[config.mk]
export PLATFORM = sky130hd
export DESIGN_NAME = mem_arbiter
export DESIGN_NICKNAME = d
export VERILOG_FILES = /design/src/rtl/mem_arbiter.sv
export SDC_FILE = /design/constraint.sdc
export NUM_CORES = 1
export LEC_CHECK = 0
export BUFFER_PORTS_ARGS = -buffer_cell sky130_fd_sc_hd__buf_2
export CAP_MARGIN = 20
export CORE_AREA = 2 2 284 286
export DETAILED_ROUTE_END_ITERATION = 7
export DIE_AREA = 0 0 286 288
export PLACE_DENSITY = 0.46
export RECOVER_POWER = 100
export SLEW_MARGIN = 20
export SYNTH_ARGS = -nofsm -noshare
export SYNTH_HDL_FRONTEND = slang
export SYNTH_SLANG_ARGS = --single-unit
[constraint.sdc]
create_clock -name clk -period 2.5 [get_ports clk]
set_input_delay 0.5 -clock clk [delete_from_list [all_inputs] [get_ports clk]]
set_output_delay 0.5 -clock clk [all_outputs]
set_load 0.02 [all_outputs]
[src/rtl/mem_arbiter.sv]
// mem_arbiter: round-robin share of one line-memory port among NCH cache
// channels, with a RESP_STAGES-deep registered return path.
module mem_arbiter #(
  parameter int NCH         = 2,
  parameter int AW          = 28,
  parameter int DW          = 128,
  parameter int RESP_STAGES = 1
) (
  input  logic                     clk,
  input  logic                     proc_reset,
  input  logic [NCH-1:0]           ch_read,
  input  logic [NCH-1:0]           ch_write,
  input  logic [NCH*AW-1:0]        ch_addr,
  input  logic [NCH*DW-1:0]        ch_wdata,
  output logic [DW-1:0]            ch_rdata,
  output logic [NCH-1:0]           ch_ready,
  output logic                     mem_read,
  output logic                     mem_write,
  output logic [AW-1:0]            mem_addr,
  output logic [DW-1:0]            mem_wdata,
  input  logic [DW-1:0]            mem_rdata,
  input  logic                     mem_ready,
  output logic                     busy,
  output logic [$clog2(NCH)-1:0]   grant_id
);

  localparam int GW = $clog2(NCH);
  localparam int PS = (RESP_STAGES > 0) ? RESP_STAGES : 1;

  typedef enum logic [1:0] {
    IDLE,
    ISSUE,
    DRAIN
  } state_e;

  state_e        state_q, state_d;
  logic [GW-1:0] last_q, last_d;
  logic [GW-1:0] grant_q, grant_d;
  logic          mem_read_q, mem_read_d;
  logic          mem_write_q, mem_write_d;
  logic [AW-1:0] addr_q, addr_d;
  logic [DW-1:0] wdata_q, wdata_d;
  logic [PS-1:0] rdy_q, rdy_d;
  logic [DW-1:0] dat_q [PS];
  logic [DW-1:0] dat_d [PS];

  logic [NCH-1:0] req;
  logic           found;
  logic [GW-1:0]  pick;
  logic [GW-1:0]  c;
  logic           resp_in;

  assign req     = ch_read | ch_write;
  assign resp_in = (state_q == ISSUE) && mem_ready;

  // Cyclic search starting just after the last granted channel.
  always_comb begin
    found = 1'b0;
    pick  = '0;
    c     = '0;
    for (int k = 1; k <= NCH; k++) begin
      c = GW'((int'(last_q) + k) % NCH);
      if (!found && req[c]) begin
        found = 1'b1;
        pick  = c;
      end
    end
  end

  always_comb begin
    state_d     = state_q;
    last_d      = last_q;
    grant_d     = grant_q;
    mem_read_d  = mem_read_q;
    mem_write_d = mem_write_q;
    addr_d      = addr_q;
    wdata_d     = wdata_q;
    unique case (state_q)
      IDLE: begin
        if (found) begin
          state_d     = ISSUE;
          last_d      = pick;
          grant_d     = pick;
          mem_write_d = ch_write[pick];
          mem_read_d  = !ch_write[pick];
          addr_d      = ch_addr[pick*AW +: AW];
          wdata_d     = ch_wdata[pick*DW +: DW];
        end
      end
      ISSUE: begin
        if (mem_ready) begin
          mem_read_d  = 1'b0;
          mem_write_d = 1'b0;
          if (RESP_STAGES > 0) state_d = DRAIN;
          else                 state_d = IDLE;
        end
      end
      DRAIN: begin
        if (rdy_q[PS-1]) state_d = IDLE;
      end
      default: state_d = IDLE;
    endcase
  end

  // Return pipe; the data stages only load with a valid, so the
  // last stage holds the most recent line.
  always_comb begin
    rdy_d    = '0;
    rdy_d[0] = resp_in;
    for (int s = 1; s < PS; s++) rdy_d[s] = rdy_q[s-1];
    dat_d = dat_q;
    if (resp_in) dat_d[0] = mem_rdata;
    for (int s = 1; s < PS; s++) begin
      if (rdy_q[s-1]) dat_d[s] = dat_q[s-1];
    end
  end

  always_ff @(posedge clk) begin
    if (proc_reset) begin
      state_q     <= IDLE;
      last_q      <= GW'(NCH - 1);
      grant_q     <= '0;
      mem_read_q  <= 1'b0;
      mem_write_q <= 1'b0;
      addr_q      <= '0;
      wdata_q     <= '0;
      rdy_q       <= '0;
      for (int s = 0; s < PS; s++) dat_q[s] <= '0;
    end else begin
      state_q     <= state_d;
      last_q      <= last_d;
      grant_q     <= grant_d;
      mem_read_q  <= mem_read_d;
      mem_write_q <= mem_write_d;
      addr_q      <= addr_d;
      wdata_q     <= wdata_d;
      rdy_q       <= rdy_d;
      dat_q       <= dat_d;
    end
  end

  assign mem_read  = mem_read_q;
  assign mem_write = mem_write_q;
  assign mem_addr  = addr_q;
  assign mem_wdata = wdata_q;
  assign busy      = (state_q != IDLE);
  assign grant_id  = grant_q;

  generate
    if (RESP_STAGES == 0) begin : g_comb
      assign ch_rdata = mem_rdata;
      assign ch_ready = (resp_in && !proc_reset) ?
                        (NCH'(1) << grant_q) : '0;
    end else begin : g_pipe
      assign ch_rdata = dat_q[PS-1];
      assign ch_ready = rdy_q[PS-1] ? (NCH'(1) << grant_q) : '0;
    end
  endgenerate

endmodule

### Word-level counts from Yosys, hierarchy flattened

Index checks and enable logic that the tools add are counted.

* mux-type cells: 20
* bitwise logic cells: 1
* magnitude comparators: 3
* reductions and logical operators: 10
* equality and inequality tests: 5
* shifts and indexed selects: 3
* multiply operators: 1
* add/sub/neg operators: 2

Operators by type and width (count)
* $shiftx 256x9->128: 1
* $shiftx 56x7->28: 1
* $mux 1: 13
* $mux 2: 4
* $lt 1x2->1 const B: 3
* $ne 2x2->1 const B: 3
* $pmux 2 s3: 1
* $reduce_and 3->1: 2
* $mul 1x3->4 const B: 1
* $pmux 1 s2: 2
* $reduce_bool 2->1: 2
* $add 1x1->1 const B: 2
* $eq 2x1->1 const B: 1
* $eq 2x2->1 const B: 1
* $logic_and 1x1->1: 2
* $logic_not 1->1: 2
* $logic_not 2->1: 1
* $or 2x2->2: 1
* $reduce_and 2->1: 1
* $shl 1x1->2 const A: 1

* bits in registers: 291
* output and inout port bits: 290
* logic and storage cells: 54
* input port bits: 447

### Longest topological paths before layout

Gate-level depths: netlist of the first run.

* word-level depth: 12
* gate-level depth with buffers: 6
* mapped depth without buffers: 4

### Worst setup path after synthesis of the first run

No wires, ideal clock.

* path type: input port to flip-flop
* from: in ch_write[0]
* to: reg addr_q[10], in the netlist mem_addr[10]
* setup slack: 0.737 ns
* arrival: 1.621 ns
* data required time: 2.358 ns
* buffers on the path: 3
* setup time: 0.142 ns
* cell stages on the path: 6
* path through: or4_1 -> clkbuf_1 -> buf_6 -> buf_6 -> a21oi_2 -> a311oi_1

* word-level cells in the longest chain between the ends: 9
* elaborated cells between the ends (all ways): 14
* classes of those cells: 1 x mul; 1 x shift; 8 x mux; 1 x bitwise; 3 x reduce/logical

Ends and longest elaborated chain
* from (decl): RTL line 12 `input logic [NCH-1:0] ch_write,`
* $or 2x2->2 *: RTL line 53 `assign req = ch_read | ch_write;`
* $mux 1 (not written as such) (2 in series): RTL line 63 `if (!found && req[c]) begin`
* $mux 1: RTL line 63
* $logic_not 1->1: RTL line 63
* $logic_and 1x1->1: RTL line 63
* $mux 1: RTL line 63
* $mul 1x3->4: RTL line 86 `addr_d = ch_addr[pick*AW +: AW];`
* $shiftx 56x7->28: RTL line 86
* to (signal assigned): RTL line 135 `addr_q <= addr_d;`
* to (decl): RTL line 41 `logic [AW-1:0] addr_q, addr_d;`

Mark *: on every way between the ends. The rest lies on a longest branch, timed or not. The select of a mux whose other input is x is not followed.
A chain may end at the register's enable or synchronous reset.

### Worst setup path in the final report of the first run

* from: reg state_q[1]
* to: reg wdata_q[34], in the netlist mem_wdata[34]

* word-level cells in the longest chain between the ends: 2

Ends and longest elaborated chain
* from (decl): RTL line 36 `state_e state_q, state_d;`
* from (signal assigned): RTL line 130 `state_q <= state_d;`
* $logic_not 2->1: RTL line 78 `unique case (state_q)`
* $reduce_and 2->1 (no line)
* to (signal assigned): RTL line 136 `wdata_q <= wdata_d;`
* to (decl): RTL line 42 `logic [DW-1:0] wdata_q, wdata_d;`

No other way between the ends.

==> results of run 1 <==
==> report_power, final <==
part | total, µW | switching, µW | internal [µW]
Sequential | 5420 | 279 | 5140
Combinational | 3430 | 2320 | 1110
Clock | 5270 | 2160 | 3110
Total | 14100 | 4760 | 9350
==> area by class of cell <==
| type | count | share of cell area [%] |
|---|---|---|
| antenna | 2 | 0.0280 |
| multi-input combinational | 1039 | 31.4 |
| tap | 1060 | 7.41 |
| timing repair buffer | 796 | 22.0 |
| sequential | 291 | 32.6 |
| inverter | 3 | 0.0630 |
| clock buffer | 60 | 6.16 |
| clock inverter | 5 | 0.343 |
==> final timing paths <==
path | from | endpoint | slack [ns] | cells after the start
min | mem_rdata[51] | ch_rdata[51] | 0.19 | 3
min reg2reg | ch_rdata[88] | ch_rdata[88] | 0.45 | 2
max reg2reg | state_q[1] | mem_wdata[34] | 0.39 | 5
max | state_q[1] | mem_wdata[34] | 0.39 | 5
==> per-layer routing <==
metal	wire, µm	global-route usage, %	share of wire (%)	vias up
met1	24500	16.3	41	6768
met4	1840	4.27	3.1	6
met2	28900	23.2	48	577
li1	-	-	-	6829
met5	41	0	0.069	-
met3	4490	3.79	7.5	89
==> tightest hold or removal path: stages <==
cell and delay [ns]:
sky130_fd_sc_hd__buf_2 0.09, sky130_fd_sc_hd__nand2_1 0.05, sky130_fd_sc_hd__a21oi_1 0.05
==> cell families (layout without fill, tap and decap cells) <==
kind of cell           after synthesis  count (layout)  synth area share [%]
AO/OA/AOI/OAI                      607             607                  30.4
other                                0               2                     0
AND/OR/NAND/NOR                    432             432                  15.2
flip-flops                         291             291                  47.5
buffers and inverters              184             864                  6.96
==> state kept, by name, indices dropped and copies added, names as in the netlist <==
signal,flops
rdy_q,1
mem_write,1
mem_read,1
grant_id,1
last_q,1
ch_rdata,128
mem_wdata,128
mem_addr,28
state_q,2
==> through the flow <==
stage	hold WS [ns]	instances	instance area, µm²	utilization (%)	total power (µW)
finish	0.187	3256	17900	22.5	14100
floorplan	0.500	1514	12300	-	7510
global placement	0.439	3189	17200	21.5	9130
CTS	0.138	3254	18300	23.0	14500
detailed placement	0.443	3189	17200	21.5	9120
global route	0.155	3255	17900	22.5	14800
==> synth_stat cells <==
| library cell | number | share of area (%) |
|---|---|---|
| sky130_fd_sc_hd__dfxtp_1 | 291 | 48 |
| sky130_fd_sc_hd__a21oi_1 | 264 | 11 |
| sky130_fd_sc_hd__nand2_1 | 256 | 7.8 |
| sky130_fd_sc_hd__nand3_1 | 161 | 6.6 |
| sky130_fd_sc_hd__a311oi_1 | 156 | 11 |
| sky130_fd_sc_hd__o21ai_0 | 151 | 6.2 |
| sky130_fd_sc_hd__clkbuf_1 | 119 | 3.6 |
| sky130_fd_sc_hd__buf_2 | 40 | 1.6 |
| sky130_fd_sc_hd__a21oi_2 | 22 | 1.6 |
| sky130_fd_sc_hd__buf_6 | 15 | 1.4 |
| sky130_fd_sc_hd__o21ai_1 | 8 | 0.33 |
| sky130_fd_sc_hd__buf_1 | 7 | 0.21 |
| sky130_fd_sc_hd__nor2_1 | 5 | 0.15 |
| sky130_fd_sc_hd__inv_1 | 3 | 0.092 |
| sky130_fd_sc_hd__o21a_1 | 2 | 0.12 |
| sky130_fd_sc_hd__a21boi_0 | 1 | 0.061 |
| sky130_fd_sc_hd__and2_1 | 1 | 0.051 |
| sky130_fd_sc_hd__and3b_1 | 1 | 0.071 |
| sky130_fd_sc_hd__nand3b_1 | 1 | 0.061 |
| sky130_fd_sc_hd__nor2_2 | 1 | 0.051 |
| sky130_fd_sc_hd__nor2b_1 | 1 | 0.051 |
| sky130_fd_sc_hd__nor3_1 | 1 | 0.041 |
| sky130_fd_sc_hd__nor3b_1 | 1 | 0.061 |
| sky130_fd_sc_hd__nor4_2 | 1 | 0.10 |
| sky130_fd_sc_hd__o22ai_1 | 1 | 0.051 |
| sky130_fd_sc_hd__o2bb2ai_1 | 1 | 0.071 |
| sky130_fd_sc_hd__o32a_1 | 1 | 0.082 |
| sky130_fd_sc_hd__or2_2 | 1 | 0.051 |
| sky130_fd_sc_hd__or4_1 | 1 | 0.061 |
==> impl_summary.txt, run 1 <==
----------------------------------------------------
[Status]
  Status ... finished clean

[Yosys]
  Post-synthesis sequential area ratio ... 47.5%
  Count of distinct cell types in the synthesized netlist ... 29
  Mean post-synth cell area ... 8.10 µm²
  Post-synthesis instance total ... 1514
  Number of nets in the synthesized netlist ... 1961
  Synthesized area ... 0.0123 mm²
  Total number of yosys warnings ... 0
  Flip-flop and latch count after synthesis ... 291

[Timing]
  Max-slew headroom at the worst pin ... 43.5%
  Clock period minus final worst setup slack ... 2.11 ns
  Actual slew at the worst max-slew pin ... 0.847 ns
  Worst setup slack after layout ... 0.390 ns
  Final period utilization ... 84.4%
  Highest Clock Rate ... 474 MHz
  Final hold violation count ... 0
  Setup repair after global routing missed its margin ... false
  Final setup vio count ... 0
  Sum Neg Setup Slack ... 0 ns
  Max-slew violations ... 0
  Setup clock skew after layout ... 0.0157 ns

[Placement]
  Post-DP HPWL ... 43.0 mm
  Number of port buffers ... 736
  RD Place Congestion ... 0.774
  Setup slack after placement ... 0.364 ns

[GRT]
  Antenna violations before repair ... 6
  Number of global-route vias before repair ... 13788
  Gr usage total ... 13.5%
  Global-route wire length before repair ... 87.0 mm
  Global route overflow ... 0
  Largest net degree at the start of global routing ... 110

[Clocking]
  CTS H-Tree Depth ... 2
  Maximum root-to-sink buffer count ... 3
  Clock insertion delay at the later pin of the skew report ... 0.54 ns
  TritonCTS clock tree ... done
  TritonCTS sink count ... 291
  Number of gates given a new drive strength after cts ... 0
  Clock root cell ... sky130_fd_sc_hd__clkbuf_16
  Clock input transition at the sequential cells of the worst setup and hold paths ... 0.06 ns
  Number of clock buffers inserted by TritonCTS ... 37
  Number of buffers inserted for hold repair after clock tree synthesis ... 0
  Postcts setup bufs ... 0

[Setup path]
  Category of the most critical setup path ... flip-flop to flip-flop
  Top fanout value on the critical path ... 48
  Library cell contributing the largest single delay on the critical path ... sky130_fd_sc_hd__nor2_4
  Crit path capture type ... flip-flop
  Kind of cell adding the most delay to the critical path ... simple AND/OR/NAND/NOR gates
  Buffer and inverter count on the worst path ... 2
  Worst endpoint required time ... 2.88 ns
  Endpoint arrival time on the critical path ... 2.49 ns
  Critical Path Max Stage Delay ... 0.57 ns
  List of cells traversed by the critical path ... nor2_1, inv_1, nor2_4, buf_12, a311oi_1
  Startpoint kind of the worst setup timing path ... flip-flop

[Finish]
  Final-stage net count ... 2615
  Count of filler cells inserted in the layout ... 9105
  Sequential Area ... 0.00583 mm²
  Multi-input gate area in the final layout ... 0.00561 mm²
  Fraction of layout instances using a drive strength above 1 ... 26.3%
  Most used cells in the layout excluding fill and tap cells ... 445 x sky130_fd_sc_hd__buf_2, 313 x sky130_fd_sc_hd__clkbuf_1, 291 x sky130_fd_sc_hd__dfxtp_1
  Area growth, synth to finish ... 45.9%
  Most frequent standard cell in the layout excluding fill and tap cells ... sky130_fd_sc_hd__buf_2

[Routing]
  Wire length after detailed routing ... 59.8 mm
  Iteration-0 DRC count of the detailed router ... 654
  Via count normalized by instance count ... 4.38
  Post-route ant nets ... 0
  DRC ... 0
  Detailed-router iteration count before antenna repair ... 5
  Average wire per standard cell ... 18.4 µm
  Total via count in the routed design ... 14269

[Hold path]
  Class of the most critical hold timing path ... input pin to flip-flop

[Die]
  Starting utilization of the core area ... 15.4%
  Ports ... 737
  Row count ... 104
  Vertical die dimension ... 288 µm
  Area of the core ... 0.0796 mm²
  Overall die area ... 0.0824 mm²
  Die width ... 286 µm

[Power and ir drop]
  Power density of the placed cells ... 789 mW/mm²
  Static Leak ... 0.00667 µW
  Maximum resistive drop on vdd ... 0.331 mV

[Flow run]
  Number of violations of the max-capacitance limit ... 0

----------------------------------------------------
Note: power is estimated with default switching activity, not from simulation.
==> inputs of run 2 (changes only) <==
PLACE_DENSITY = 0.47   (was 0.46)
clock period = 1.8 ns   (was 2.5 ns; I/O delays follow)
==> run 2 against run 1 <==
Compared with the run above:
- largest power group unchanged
- sequential share of layout area shrank 0.77 points
- sequential power grew 39%
- die area is the same
- sequential cell count is the same
- non-clock buffer count grew 49
- critical path type is now flip-flop to primary output
- critical endpoint is now busy
- wire length grew 4.1%
- global-route usage grew 0.55 points
==> impl_summary.txt, run 2 (synthesis gave the netlist of run 1 again) <==
----------------------------------------------------
[Status]
  Status ... finished clean (unchanged)

[Clocking]
  Clock root cell ... sky130_fd_sc_hd__clkbuf_16 (unchanged)
  Clock insertion delay at the later pin of the skew report ... 0.54 ns (about the same)
  Number of clock buffers inserted by TritonCTS ... 37 (unchanged)
  CTS H-Tree Depth ... 2 (unchanged)
  TritonCTS clock tree ... done (unchanged)
  TritonCTS sink count ... 291 (unchanged)
  Clock input transition at the sequential cells of the worst setup and hold paths ... 0.06 ns (about the same)
  Postcts setup bufs ... 0 (unchanged)
  Maximum root-to-sink buffer count ... 3 (unchanged)
  Number of buffers inserted for hold repair after clock tree synthesis ... 0 (unchanged)

[Finish]
  Count of filler cells inserted in the layout ... 9183 (was 9105)
  Final-stage net count ... 2664 (was 2615)
  Fraction of layout instances using a drive strength above 1 ... 28.0% (was 26.3%)
  Area growth, synth to finish ... 49.5% (was 45.9%)
  Post-layout instance area ... 0.0183 mm² (was 0.0179 mm²)
  Most used cells in the layout excluding fill and tap cells ... 446 x sky130_fd_sc_hd__buf_2, 293 x sky130_fd_sc_hd__clkbuf_1, 289 x sky130_fd_sc_hd__dfxtp_1 (was 445 x sky130_fd_sc_hd__buf_2, 313 x sky130_fd_sc_hd__clkbuf_1, 291 x sky130_fd_sc_hd__dfxtp_1)
  Most frequent standard cell in the layout excluding fill and tap cells ... sky130_fd_sc_hd__buf_2 (unchanged)

[Timing]
  Worst setup slack after layout ... 0.0934 ns (was 0.390 ns)
  Max-slew headroom at the worst pin ... 61.2% (was 43.5%)
  Setup clock skew after layout ... 0.0115 ns (was 0.0157 ns)
  Tightest hold margin ... 0.0568 ns (was 0.187 ns)
  Actual slew at the worst max-slew pin ... 0.582 ns (was 0.847 ns)
  Setup repair after global routing missed its margin ... false (unchanged)
  Max-slew violations ... 0 (unchanged)
  Clock period minus final worst setup slack ... 1.71 ns
  Final hold violation count ... 0 (unchanged)
  Final setup vio count ... 0 (unchanged)
  Final period utilization ... 94.8%
  Highest Clock Rate ... 586 MHz

[Die]
  Starting utilization of the core area ... 15.4% (unchanged)
  Overall die area ... 0.0824 mm² (unchanged)
  Die width ... 286 µm (unchanged)
  Area of the core ... 0.0796 mm² (unchanged)
  Vertical die dimension ... 288 µm (unchanged)
  Row count ... 104 (unchanged)
  Ports ... 737 (unchanged)

[Power and ir drop]
  Fraction of power consumed by combinational cells ... 25.4% (was 24.3%)
  Maximum resistive drop on vdd ... 0.617 mV (was 0.331 mV)
  Switching power share of the total ... 33.6% (was 33.7%)
  Post-layout total power ... 19800 µW (was 14100 µW)
  Static Leak ... 0.00699 µW (was 0.00667 µW)
  Internal power summed over all cells ... 13100 µW (was 9350 µW)
  Net Sw Power ... 6640 µW (was 4760 µW)
  Sequential power share ... 38.1% (was 38.4%)
  Power density of the placed cells ... 1080 mW/mm² (was 789 mW/mm²)
  Clock group share of total power ... 36.6% (was 37.3%)

[Setup path]
  Crit path capture type ... primary output (was flip-flop)
  Endpoint arrival time on the critical path ... 1.35 ns (was 2.49 ns)
  Startpoint kind of the worst setup timing path ... flip-flop (unchanged)
  Number of cell instances on the worst register-to-register path ... 5 (unchanged)
  FF-to-FF setup slack ... 0.11 ns (was 0.39 ns)
  Top fanout value on the critical path ... 5 (was 48)
  Worst flop-to-flop path startpoint ... state_q[0] (was state_q[1])
  Worst endpoint required time ... 1.44 ns (was 2.88 ns)
  Launch point of the critical path ... state_q[0] (was state_q[1])
  Category of the most critical setup path ... flip-flop to primary output (was flip-flop to flip-flop)
  Reg-to-reg critical path endpoint ... mem_wdata[114] (was mem_wdata[34])
  Endpoint of the worst setup timing path ... busy (was mem_wdata[34])

[Placement]
  Number of port buffers ... 736 (unchanged)
  Total placed instance area ... 0.0177 mm² (was 0.0172 mm²)
  Setup slack after placement ... -0.111 ns (was 0.364 ns)
  RD Place Congestion ... 0.825 (was 0.774)
  Post-DP HPWL ... 47.6 mm (was 43.0 mm)

[Routing]
  Total via count in the routed design ... 14494 (was 14269)
  Via count normalized by instance count ... 4.39 (was 4.38)
  Iteration-0 DRC count of the detailed router ... 726 (was 654)
  Post-route ant nets ... 0 (unchanged)
  DRC ... 0 (unchanged)
  Average wire per standard cell ... 18.8 µm (was 18.4 µm)
  Detailed-router iteration count before antenna repair ... 5 (unchanged)
  Wire length after detailed routing ... 62.2 mm (was 59.8 mm)

[Hold path]
  Class of the most critical hold timing path ... input pin to flip-flop (unchanged)

[Flow run]
  Number of violations of the max-capacitance limit ... 0 (unchanged)

[GRT]
  Number of global-route vias before repair ... 14145 (was 13788)
  Global route overflow ... 0 (unchanged)
  Global-route wire length before repair ... 89.2 mm (was 87.0 mm)
  Largest net degree at the start of global routing ... 61 (was 110)
  Antenna violations before repair ... 10 (was 6)
  Gr usage total ... 14.1% (was 13.5%)

----------------------------------------------------
==> run 2: through the flow <==
step	util, %	setup TNS (ns)	std cells
CTS	23.6	0	3300
global placement	22.2	-7.16	3238
global route	23.0	0	3305
floorplan	-	0	1514
finish	23.0	0	3305
detailed placement	22.2	-8.52	3238
==> run 2: worst min path at each step <==
| stage | from | to | slack [ns] | depth (start not counted) |
|---|---|---|---|---|
| after CTS | mem_rdata[5] | ch_rdata[5] | 0.003 | 3 |
| after global routing | mem_rdata[1] | ch_rdata[1] | 0.02 | 3 |
| after detailed placement | ch_rdata[30] | ch_rdata[30] | 0.44 | 2 |
| final | mem_rdata[2] | ch_rdata[2] | 0.06 | 3 |
| after floorplan | mem_rdata[0] | ch_rdata[0] | 0.50 | 2 |
| after global placement | ch_rdata[99] | ch_rdata[99] | 0.44 | 2 |
==> run 2: timing repair <==
item,CTS,global route
pin swaps,0,1
resized for setup,2,1
setup endpoints to repair,1,1
==> run 2: per-layer routing <==
layer  global-route usage [%]  up-vias  wire length, µm
met1                     16.2     6819            24800
met5                        0        -               44
met2                     24.1      617            30000
met3                     4.26      105             5120
met4                     5.90        6             2220
li1                         -     6947                -
==> run 2: worst max-delay path, stage by stage, from the launching register on <==
cell and delay [ns]:
sky130_fd_sc_hd__dfxtp_2 0.34, sky130_fd_sc_hd__nor2_4 0.18, sky130_fd_sc_hd__inv_2 0.10, sky130_fd_sc_hd__buf_2 0.18
==> run 2: power groups by stage <==
| stage | Sequential, µW | Clock [µW] | Combinational [µW] |
|---|---|---|---|
| finish | 7530 | 7230 | 5010 |
| global route | 7600 | 7690 | 5450 |
| CTS | 7520 | 7480 | 5330 |
| detailed placement | 7650 | 0 | 5320 |
| global placement | 7650 | 0 | 5320 |
| floorplan | 8430 | 0 | 2000 |
==> run 2: cell type report <==
cell class | count | area, µm² | share of cell area, %
antenna | 5 | 12.5 | 0.0683
clock buffer | 54 | 1080 | 5.89
clock inverter | 8 | 72.6 | 0.396
inverter | 3 | 11.3 | 0.0614
multi-input combinational | 1039 | 5550 | 30.3
sequential | 291 | 5830 | 31.8
tap | 1060 | 1330 | 7.24
timing repair buffer | 845 | 4450 | 24.3
